### config.mk
export PLATFORM = sky130hd
export DESIGN_NAME = udp_reg_ring_master
export DESIGN_NICKNAME = d
export VERILOG_FILES = /design/src/rtl/udp_reg_ring_master_pkg.sv /design/src/rtl/udp_reg_ring_master.sv
export SDC_FILE = /design/constraint.sdc
export NUM_CORES = 1
export LEC_CHECK = 0
export BUFFER_PORTS_ARGS = -buffer_cell sky130_fd_sc_hd__buf_2
export CELL_PAD_IN_SITES_DETAIL_PLACEMENT = 2
export CELL_PAD_IN_SITES_GLOBAL_PLACEMENT = 2
export CORE_MARGIN = 2
export CORE_UTILIZATION = 29
export DETAILED_ROUTE_END_ITERATION = 8
export GPL_TIMING_DRIVEN = 0
export PLACE_DENSITY_LB_ADDON = 0.1
export SETUP_SLACK_MARGIN = 0.4
export SYNTH_ARGS = -nofsm -noshare
export SYNTH_HDL_FRONTEND = slang
export SYNTH_SLANG_ARGS = --single-unit
### constraint.sdc
create_clock -name clk -period 6.9 [get_ports clk]
set_clock_uncertainty 0.1 [all_clocks]
set_input_delay 1.38 -clock clk [delete_from_list [all_inputs] [get_ports clk]]
set_output_delay 1.38 -clock clk [all_outputs]
set_load 0.01 [all_outputs]
### src/rtl/udp_reg_ring_master_pkg.sv
// -----------------------------------------------------------------------------
// udp_reg_ring_master_pkg
// Shared definitions for the user-data-path register ring master.
//   - Default bus widths for the ring address and data fields. They are macros
//     so that a system-level include may override them before this file.
//   - FSM state encoding (2-bit) for the master.
//   - Default read data returned when a transaction is not acknowledged.
//   - A helper that selects the read data returned to the core on an acked
//     response.
// -----------------------------------------------------------------------------
`ifndef UDP_REG_ADDR_WIDTH
`define UDP_REG_ADDR_WIDTH 16
`endif

`ifndef CPCI_NF2_DATA_WIDTH
`define CPCI_NF2_DATA_WIDTH 32
`endif

package udp_reg_ring_master_pkg;

  localparam int UDP_REG_ADDR_WIDTH  = `UDP_REG_ADDR_WIDTH;
  localparam int CPCI_NF2_DATA_WIDTH = `CPCI_NF2_DATA_WIDTH;

  // Value handed back to the core when nobody claimed the access.
  localparam logic [CPCI_NF2_DATA_WIDTH-1:0] NO_ACK_DATA_DEFAULT = 'hDEAD;

  typedef enum logic [1:0] {
    ST_IDLE  = 2'd0,
    ST_ISSUE = 2'd1,
    ST_WAIT  = 2'd2,
    ST_DONE  = 2'd3
  } state_t;

  // Read data for an acknowledged response: reads return the ring data,
  // writes complete with zero.
  function automatic logic [CPCI_NF2_DATA_WIDTH-1:0] acked_rd_data(
    input logic                           is_read,
    input logic [CPCI_NF2_DATA_WIDTH-1:0] ring_data
  );
    return is_read ? ring_data : '0;
  endfunction

endpackage

### src/rtl/udp_reg_ring_master.sv
// -----------------------------------------------------------------------------
// udp_reg_ring_master
// Initiator end of the user-data-path register ring. It owns both the head
// (reg_*_out) and the tail (reg_*_in) of the ring: a core-side transaction is
// launched as a single-cycle request on the head and completed when the same
// request comes back around on the tail, or when the wait times out.
//
// Ports
//   clk, reset          single clock, asynchronous active-high reset
//   core_reg_req        1-cycle strobe, ignored while a transaction is in flight
//   core_reg_rd_wr_L    1 = read, 0 = write (sampled with core_reg_req)
//   core_reg_addr       target register address
//   core_reg_wr_data    write data
//   core_reg_busy       transaction in flight (accept until completion)
//   core_reg_ack        1-cycle completion pulse
//   core_reg_err        with ack: 1 = not acknowledged or timed out
//   core_reg_rd_data    with ack: read data (held until the next completion)
//   reg_*_out           ring head: req/ack/rd_wr_L/addr/data/src
//   reg_*_in            ring tail: req/ack/rd_wr_L/addr/data/src
//
// Every output is a register. The master terminates the ring: anything that
// arrives on the tail outside the wait window, or carrying another source
// tag, is dropped and never forwarded.
// -----------------------------------------------------------------------------
module udp_reg_ring_master
  import udp_reg_ring_master_pkg::*;
#(
  parameter int                                UDP_REG_SRC_WIDTH = 2,
  parameter logic [UDP_REG_SRC_WIDTH-1:0]      SRC_ID            = '0,
  parameter int                                TIMEOUT           = 64,
  parameter logic [`CPCI_NF2_DATA_WIDTH-1:0]   NO_ACK_DATA       = NO_ACK_DATA_DEFAULT
) (
  input  logic                                clk,
  input  logic                                reset,

  // core side
  input  logic                                core_reg_req,
  input  logic                                core_reg_rd_wr_L,
  input  logic [`UDP_REG_ADDR_WIDTH-1:0]      core_reg_addr,
  input  logic [`CPCI_NF2_DATA_WIDTH-1:0]     core_reg_wr_data,
  output logic                                core_reg_busy,
  output logic                                core_reg_ack,
  output logic                                core_reg_err,
  output logic [`CPCI_NF2_DATA_WIDTH-1:0]     core_reg_rd_data,

  // ring head
  output logic                                reg_req_out,
  output logic                                reg_ack_out,
  output logic                                reg_rd_wr_L_out,
  output logic [`UDP_REG_ADDR_WIDTH-1:0]      reg_addr_out,
  output logic [`CPCI_NF2_DATA_WIDTH-1:0]     reg_data_out,
  output logic [UDP_REG_SRC_WIDTH-1:0]        reg_src_out,

  // ring tail
  input  logic                                reg_req_in,
  input  logic                                reg_ack_in,
  input  logic                                reg_rd_wr_L_in,
  input  logic [`UDP_REG_ADDR_WIDTH-1:0]      reg_addr_in,
  input  logic [`CPCI_NF2_DATA_WIDTH-1:0]     reg_data_in,
  input  logic [UDP_REG_SRC_WIDTH-1:0]        reg_src_in
);

  localparam int                CNT_W    = $clog2(TIMEOUT);
  localparam logic [CNT_W-1:0]  CNT_LAST = CNT_W'(TIMEOUT - 1);

  state_t           state;
  logic [CNT_W-1:0] wait_cnt;
  logic             resp_match;

  // Only one transaction is ever outstanding, so the source tag alone
  // identifies our response; the returned address and direction are not
  // needed.
  assign resp_match = reg_req_in && (reg_src_in == SRC_ID);

  logic unused_tail;
  assign unused_tail = ^{reg_rd_wr_L_in, reg_addr_in};

  // The head output registers double as the latched copy of the accepted
  // transaction: they are loaded on accept and held until the next one.
  always_ff @(posedge clk or posedge reset) begin
    if (reset) begin
      state            <= ST_IDLE;
      wait_cnt         <= '0;
      core_reg_busy    <= 1'b0;
      core_reg_ack     <= 1'b0;
      core_reg_err     <= 1'b0;
      core_reg_rd_data <= '0;
      reg_req_out      <= 1'b0;
      reg_ack_out      <= 1'b0;
      reg_rd_wr_L_out  <= 1'b0;
      reg_addr_out     <= '0;
      reg_data_out     <= '0;
      reg_src_out      <= '0;
    end else begin
      core_reg_ack <= 1'b0;

      case (state)
        // ---- accept a core transaction and drive the head request ----
        ST_IDLE: begin
          if (core_reg_req) begin
            state           <= ST_ISSUE;
            core_reg_busy   <= 1'b1;
            reg_req_out     <= 1'b1;
            reg_ack_out     <= 1'b0;
            reg_rd_wr_L_out <= core_reg_rd_wr_L;
            reg_addr_out    <= core_reg_addr;
            reg_data_out    <= core_reg_rd_wr_L ? '0 : core_reg_wr_data;
            reg_src_out     <= SRC_ID;
          end
        end

        // ---- request visible on the head for exactly one cycle ----
        ST_ISSUE: begin
          reg_req_out <= 1'b0;
          wait_cnt    <= '0;
          state       <= ST_WAIT;
        end

        // ---- wait for our request to return; response beats timeout ----
        ST_WAIT: begin
          wait_cnt <= wait_cnt + 1'b1;
          if (resp_match) begin
            state         <= ST_DONE;
            core_reg_ack  <= 1'b1;
            core_reg_busy <= 1'b0;
            if (reg_ack_in) begin
              core_reg_err     <= 1'b0;
              core_reg_rd_data <= acked_rd_data(reg_rd_wr_L_out, reg_data_in);
            end else begin
              core_reg_err     <= 1'b1;
              core_reg_rd_data <= NO_ACK_DATA;
            end
          end else if (wait_cnt == CNT_LAST) begin
            state            <= ST_DONE;
            core_reg_ack     <= 1'b1;
            core_reg_busy    <= 1'b0;
            core_reg_err     <= 1'b1;
            core_reg_rd_data <= NO_ACK_DATA;
          end
        end

        // ---- completion cycle: ack is high, no new accept yet ----
        ST_DONE: begin
          state <= ST_IDLE;
        end

        default: begin
          state <= ST_IDLE;
        end
      endcase
    end
  end

endmodule

[Word-level counts from Yosys, hierarchy flattened]
Cells that the tools add are included.
W data, S select, Z words.
Word-level totals
  register bits after elaboration: 93
  output and inout bits: 88
Operators by class
  reductions and logical operators: 12
  add/sub/neg operators: 1
  equality and inequality tests: 6
  multiplexer cells: 21
Operators by type and width (count)
  $mux W32: 5
  $pmux W6 S2: 1
  $mux W1: 9
  $pmux W2 S4: 1
  $reduce_and A2 Y1: 4
  $reduce_bool A2 Y1: 4
  $add A6 B1 Y6 const B: 1
  $eq A6 B6 Y1 const B: 1
  $mux W2: 3
  $eq A2 B2 Y1 const B: 2
  $logic_not A2 Y1: 2
  $pmux W1 S2: 2
  $ne A3 B3 Y1 const B: 1
  $reduce_and A3 Y1: 1
  $eq A2 B1 Y1 const B: 1
  $ne A2 B2 Y1 const B: 1
  $logic_and A1 B1 Y1: 1

[Depth between registers and ports, before layout]
Gate-level depths: netlist of run 1.
  depth in word-level cells: 4
  depth in mapped cells: 7

[Worst setup path before layout of run 1]
No wires, ideal clock.
  path kind: input to register
  start point: input reg_src_in[1]
  end point: register core_reg_rd_data[11]
  stages: 4
  data arrival time: 2145 ps
  slack: 4519 ps
  path through: or3b_4 -> nor2_4 -> buf_6 -> a221oi_1
On the way
  word-level cells in the longest chain between the ends: 4
  elaborated cells between the ends (all ways): 5
Ends and longest elaborated chain
  start: declaration: line udp_reg_ring_master.sv:60  | input logic [UDP_REG_SRC_WIDTH-1:0] reg_src_in
  $logic_not A2 Y1 (*): line udp_reg_ring_master.sv:73  | assign resp_match = reg_req_in && (reg_src_in == SRC_ID);
  $logic_and A1 B1 Y1 (*): line udp_reg_ring_master.sv:73
  $reduce_bool A2 Y1 (no line)
  $reduce_and A2 Y1 (no line)
  end signal: assignment: line udp_reg_ring_master.sv:128  | core_reg_rd_data <= acked_rd_data(reg_rd_wr_L_out, reg_data_in);
  end: declaration: line udp_reg_ring_master.sv:44  | output logic [`CPCI_NF2_DATA_WIDTH-1:0] core_reg_rd_data,
Every way passes the cells marked *; elsewhere a longest branch is shown, timed or not.
A chain may end at the register's enable or synchronous reset.

[Worst setup path in the final report of run 1]
  start point: input core_reg_req
  end point: register reg_addr_out[8]
On the way
  word-level cells in the longest chain between the ends: 1
Ends and longest elaborated chain
  start: declaration: line udp_reg_ring_master.sv:37  | input logic core_reg_req,
  $reduce_and A2 Y1 (no line)
  end signal: assignment: line udp_reg_ring_master.sv:106  | reg_addr_out <= core_reg_addr;
  end: declaration: line udp_reg_ring_master.sv:50  | output logic [`UDP_REG_ADDR_WIDTH-1:0] reg_addr_out,
No other way between the ends.

==> impl_metrics.csv, run 1 <==
group,metric,value,unit
routing,drt-pass1-iter-count,4,
setup_path,cp-startpoint,"core_reg_req",
synth,yosys_register_bits,93,
floorplanning,die_w,123.9,um
routing,wl_met1,5275,um
sta,fin_crit_sh,35.13,%
synth,synth_seq_area_share,55.82,%
clock_tree,holdBufCountCts,0,
clock_tree,post_cts_resized,0,
synth,syn-cell-area,4169,um^2
hold_path,hp-start,"reg_data_out[4]",
sta,rsz0062_at_grt,"false",
routing,wl_per_cell,17.02,um
routing,met2_length,6790,um
synth,yosysUniqueCellTypes,40,
setup_path,cpMostUsedCell,"buf_2",
layout,layout_common_cells,"buf_2, dfrtp_1, o21ai_0, nand2_1, inv_1",
synth,ys_warn_count,0,
sta,period_needed,2424,ps
synth,netlist_top_cells_area,"dfrtp_1, o21ai_0, nand2b_1",
layout,final_layout_size_suffix_gt1_share,39.83,%
floorplanning,die_h,123.9,um
sta,tightest_slew,586.4,ps
job,maxCapViolations,0,
power,p_total,0.002135,W
routing,vias,3675,
setup_path,crit_required,7020,ps
setup_path,end_kind,"flip-flop",
global_routing,grt_max_degree,53,
placement,hpwlAfterDp,9707,um
setup_path,r2r-start,"state[1]",
sta,fmax,0.4126,GHz
clock_tree,numCtsBuffers,9,
clock_tree,clkTransAtPathRegs,70,ps
floorplanning,core_area,13990,um^2
global_routing,grt_pass1_wl,21000,um
setup_path,cpPeakStageDelay,370,ps
synth,synth_flop_cell,"dfrtp_1",
power,powerDensity,381.7,nW/um^2
layout,layout_commonest_cell,"buf_2",
layout,nNetsFinal,695,
routing,drtIter0Drc,67,
setup_path,crit_fanout,10,
clock_tree,clockBufferDepth,2,
sta,final-setup-viol-count,0,
power,irDropWorstVdd,155.2,uV
synth,synthArstFlopShare,100.0,%
setup_path,start_kind,"primary input",
routing,vias_per_cell,4.773,
clock_tree,clk_latency,340,ps
routing,met3_length,876,um
power,p_leak,2.770,nW
sta,slew_headroom,60.90,%
floorplanning,boundaryPins,193,
sta,setup-tns-final,0,ps
synth,yosysTopAreaCellShare,55.82,%
placement,portBuffers,172,
routing,top_layer,"met4",
hold_path,hold_class,"flip-flop to flip-flop",
sta,slew_violations,0,
clock_tree,h-tree-depth,3,
routing,drc_errors,0,
setup_path,worstRegToRegCells,5,
setup_path,r2r_end,"reg_addr_out[8]",
setup_path,path_cells,"buf_2 -> nand2_1 -> buf_2 -> mux2_2",
synth,synth_edf_count,0,
clock_tree,clock-sinks,93,
synth,synthCells,400,
setup_path,ff2ff_setup_slack,4910,ps
setup_path,worst_ep_arrival_time,2550,ps
global_routing,grt.overflow.total,0,
synth,syn_area_per_cell,10.42,um^2
routing,wl,13110,um
setup_path,crit_path_top_delay_cell,"mux2_2",
layout,area_delta_synth_final,34.15,%
layout,n_fill_cell,1562,
setup_path,setup.worst_path.end,"reg_addr_out[8]",
layout,num_antenna_cells,0,
floorplanning,die-area,15350,um^2
clock_tree,post_cts_buffers,0,
setup_path,worstSetupPathType,"primary input to flip-flop",
sta,finalHoldViolations,0,
global_routing,grt_pass1_vias,4104,
outcome,status,"finished clean",
floorplanning,start_util,29.80,%
global_routing,grt_usage,17.85,%
floorplanning,fp-row-count,43,
clock_tree,cts.root.buffer_cell,"clkbuf_16",
clock_tree,cts_tree,"done",
global_routing,antenna_found_initial,0,
routing,drtAntennaViolNets,0,
synth,synth_area_leader_cell,"dfrtp_1",
placement,gp_congestion,0.7349,
[cells by family after synthesis]
kind of cell | Yosys count | share of synthesized area, %
and+or+nand+nor | 110 | 13.15
muxes | 20 | 5.312
buffers and inverters | 68 | 7.112
AOI/OAI and AO/OA | 104 | 17.32
other | 1 | 0.08995
adders and majority gates | 4 | 1.201
DFF | 93 | 55.82
[where the power goes]
group	internal (W)	leakage (nW)	switching (W)
registers	0.000720	1.11	0.000101
clock network	0.000289	0.137	0.000216
logic	0.000335	1.52	0.000473
total	0.00134	2.77	0.000791
[state kept, by name, indices dropped and copies added, names as in the netlist]
register	cells
core_reg_ack	1
core_reg_busy	1
core_reg_err	1
core_reg_rd_data	32
reg_addr_out	16
reg_data_out	32
reg_rd_wr_L_out	1
reg_req_out	1
state	2
wait_cnt	6
[metrics by stage]
| step | cells | worst slack, ps | hold slack (ps) | utilization, % | cell area [um^2] |
|---|---|---|---|---|---|
| global placement | 754 | 1584 | 356.6 | 37.62 | 5263 |
| floorplan | 402 | 3000 | 377.6 | - | 4177 |
| global route | 770 | 4421 | 415.6 | 39.98 | 5593 |
| detailed placement | 755 | 4089 | 369.9 | 37.84 | 5293 |
| CTS | 770 | 4456 | 385.1 | 39.98 | 5593 |
| finish | 770 | 4476 | 378.2 | 39.98 | 5593 |
[worst min path at each step]
stage | to | slack (ps) | cells past startpoint
5_1_grt | reg_data_out[1] | 420 | 2
3_5_place_dp | reg_data_out[4] | 370 | 2
4_1_cts | reg_data_out[4] | 390 | 2
2_1_floorplan | wait_cnt[0] | 380 | 1
6_report | reg_data_out[4] | 380 | 2
3_3_place_gp | reg_data_out[15] | 360 | 2
[synth_stat cells (2+ instances only)]
| library cell | instances |
|---|---|
| mux2i_1 | 3 |
| o21ai_0 | 56 |
| a221oi_1 | 4 |
| nand2b_1 | 35 |
| ha_1 | 4 |
| nor2_1 | 12 |
| a31oi_1 | 3 |
| a221oi_2 | 7 |
| nand2_1 | 49 |
| o22ai_1 | 2 |
| buf_6 | 2 |
| inv_1 | 39 |
| mux2_2 | 17 |
| and3_1 | 2 |
| buf_2 | 9 |
| o211ai_1 | 2 |
| nand3_1 | 4 |
| buf_4 | 4 |
| clkbuf_1 | 12 |
| o2bb2ai_1 | 2 |
| a32oi_1 | 21 |
| dfrtp_1 | 93 |
[critical path: cells and delay by family]
kind / cells / cell delay, ps
muxes: 1 / 370
buffers and inverters: 2 / 460
and+or+nand+nor: 1 / 340
[area by class of cell]
type	count	area (um^2)	share of cell area [%]
Tap cell	180	225.2	4.027
Buffer	28	146.4	2.617
Sequential cell	93	2327	41.61
Multi-Input combinational cell	241	1553	27.76
Clock inverter	5	61.31	1.096
Clock buffer	10	239.0	4.273
Timing Repair Buffer	173	888.4	15.88
Inverter	40	152.6	2.729
[layer usage]
metal  vias up  GRT usage, %
met4         0         5.478
met1      1835         21.26
met5         -             0
li1       1730             -
met2        99         31.22
met3        11         5.082
No activity file was read; power rests on OpenSTA's default activity.
==> run 2: changes to the inputs <==
Settings changed: CORE_UTILIZATION 29 to 27.
Clock period 6.9 ns to 2.25 ns, I/O delays scaled along.
==> run 2 against run 1 <==
Net effect:
- sequential share of layout area fell by 0.26 points
- routed wire length rose by 1.0%
- highest routed layer unchanged
- critical endpoint is now reg_addr_out[4]
- sequential power rose to 3.1 times the previous value
==> impl_metrics.csv, run 2 (synthesis results as in run 1) <==
group,metric,value,unit
placement,gp_congestion,0.7261,
floorplanning,fp-row-count,45,
power,power.internal,0.004063,W
clock_tree,cts_tree,"done",
sta,fmax,0.5668,GHz
floorplanning,die-area,16450,um^2
routing,drtAntennaViolNets,0,
global_routing,antenna_found_initial,0,
floorplanning,start_util,27.53,%
clock_tree,numCtsBuffers,9,
power,pwr-share-clk,21.8,%
power,seq_power_share,38.8,%
hold_path,hold_class,"primary input to asynchronous set/reset pin",
layout,num_antenna_cells,0,
setup_path,start_kind,"flip-flop",
global_routing,grt_pass1_wl,21530,um
clock_tree,h-tree-depth,3,
routing,vias_per_cell,4.736,
sta,rsz0062_at_grt,"true",
power,irDropWorstVdd,483.6,uV
setup_path,crit_required,2380,ps
routing,wl,13240,um
sta,finalHoldViolations,0,
outcome,status,"finished clean",
floorplanning,die_h,128.3,um
routing,drtIter0Drc,124,
setup_path,worstSetupPathType,"flip-flop to flip-flop",
clock_tree,clkTransAtPathRegs,70,ps
layout,multi_input_area,1573,um^2
power,p_leak,2.790,nW
job,maxCapViolations,0,
clock_tree,clock-sinks,93,
layout,area_delta_synth_final,34.99,%
layout,top_regs,"core_reg_rd_data: 32 flops, reg_data_out: 32 flops, reg_addr_out: 16 flops",
power,powerDensity,1154,nW/um^2
power,sw_frac_of_total,37.44,%
sta,tightest_slew,821.4,ps
layout,seq_area,2327,um^2
setup_path,end_kind,"flip-flop",
placement,portBuffers,172,
clock_tree,post_cts_buffers,0,
layout,layout_commonest_cell,"buf_2",
floorplanning,core_area,15150,um^2
layout,fin_cells,779,
routing,drt-pass1-iter-count,6,
global_routing,grt_max_degree,40,
sta,final-setup-viol-count,0,
sta,fin_crit_sh,78.42,%
setup_path,crit_fanout,10,
placement,numPlacedInstances,764,
power,combPwrFrac,39.4,%
global_routing,grt.overflow.total,0,
placement,hpwlAfterDp,9918,um
sta,period_needed,1764,ps
global_routing,grt_pass1_vias,4112,
layout,nNetsFinal,696,
routing,wl_per_cell,17.00,um
clock_tree,clockBufferDepth,2,
floorplanning,die_w,128.3,um
routing,drc_errors,0,
layout,final_layout_size_suffix_gt1_share,41.29,%
layout,final_util,37.16,%
clock_tree,cts.root.buffer_cell,"clkbuf_16",
global_routing,grt_usage,16.79,%
power,p_sw,0.002432,W
routing,vias,3689,
floorplanning,boundaryPins,193,
setup_path,worst_ep_arrival_time,1890,ps
clock_tree,clk_latency,340,ps
sta,slew_headroom,45.13,%
layout,n_fill_cell,1709,
sta,slew_violations,0,
layout,layout_common_cells,"buf_2, dfrtp_1, o21ai_0, nand2_1, inv_1",
==> run 2: cell count changes in the layout (fill, tap and decap cells not counted), sizes merged <==
cell	change
buf	+2
inv	-1
clkinv	+1
bufinv	-1
==> run 2: timing repair <==
| action | CTS | global route |
|---|---|---|
| endpoints found under the hold margin | 0 | 0 |
| gates resized for setup | 8 | 13 |
| pin swaps | 0 | 0 |
| setup endpoints to repair | 66 | 44 |
| hold buffers | 0 | 0 |
==> run 2: power groups by stage <==
stage | registers [W] | logic, W | clock network [W]
floorplan | 0.00276 | 0.00122 | 0
global placement | 0.00252 | 0.00244 | 0
detailed placement | 0.00255 | 0.00254 | 0
CTS | 0.00253 | 0.00258 | 0.00148
global route | 0.00260 | 0.00287 | 0.00155
finish | 0.00252 | 0.00256 | 0.00142
==> run 2: layer usage <==
layer / track usage, % / vias to the layer above / share of wire (%)
met1: 18.83 / 1850 / 40
met5: 0 / - / 0
li1: - / 1735 / -
met3: 6.511 / 7 / 7.0
met4: 3.943 / 0 / 0.88
met2: 29.97 / 97 / 52
==> run 2: worst max-delay path, cell delays in order, from the launching register on <==
cell	delay, ps
dfrtp_1	370
inv_1	80
ha_1	280
nand2_4	170
buf_2	270
mux2_2	370
==> run 2: cell type report <==
cell class	count	area share (%)
sequential	93	41.35
clock buffer	11	4.313
clock inverter	4	0.4446
multi-input combinational	241	27.95
buffer	28	3.024
inverter	40	2.735
timing repair buffer	174	16.01
tap	188	4.180
==> run 2: metrics by stage <==
| stage | setup TNS [ps] | power, W | area (um^2) | hold slack [ps] | worst slack (ps) |
|---|---|---|---|---|---|
| after floorplan | 0 | 0.003982 | 4180 | 377.6 | 608.3 |
| after global placement | -19390 | 0.004959 | 5276 | 358.2 | -215.6 |
| after detailed placement | 0 | 0.005091 | 5316 | 374.9 | 181.3 |
| after CTS | 0 | 0.006591 | 5603 | 172.5 | 409.8 |
| after global routing | 0 | 0.007016 | 5628 | 207.9 | 379.4 |
| final | 0 | 0.006496 | 5628 | 157.8 | 485.6 |
==> run 2: worst paths after layout <==
path	start	endpoint	slack [ps]	cells after the start
worst max register to register	state[0]	reg_addr_out[4]	490	5
min in group clk	core_reg_addr[6]	reg_addr_out[6]	230	2
worst max-delay path	state[0]	reg_addr_out[4]	490	5
max in group asynchronous	reset	reg_addr_out[10]	1230	3
worst min-delay path	reset	reg_data_out[20]	160	2
worst min register to register	reg_data_out[1]	reg_data_out[1]	380	2
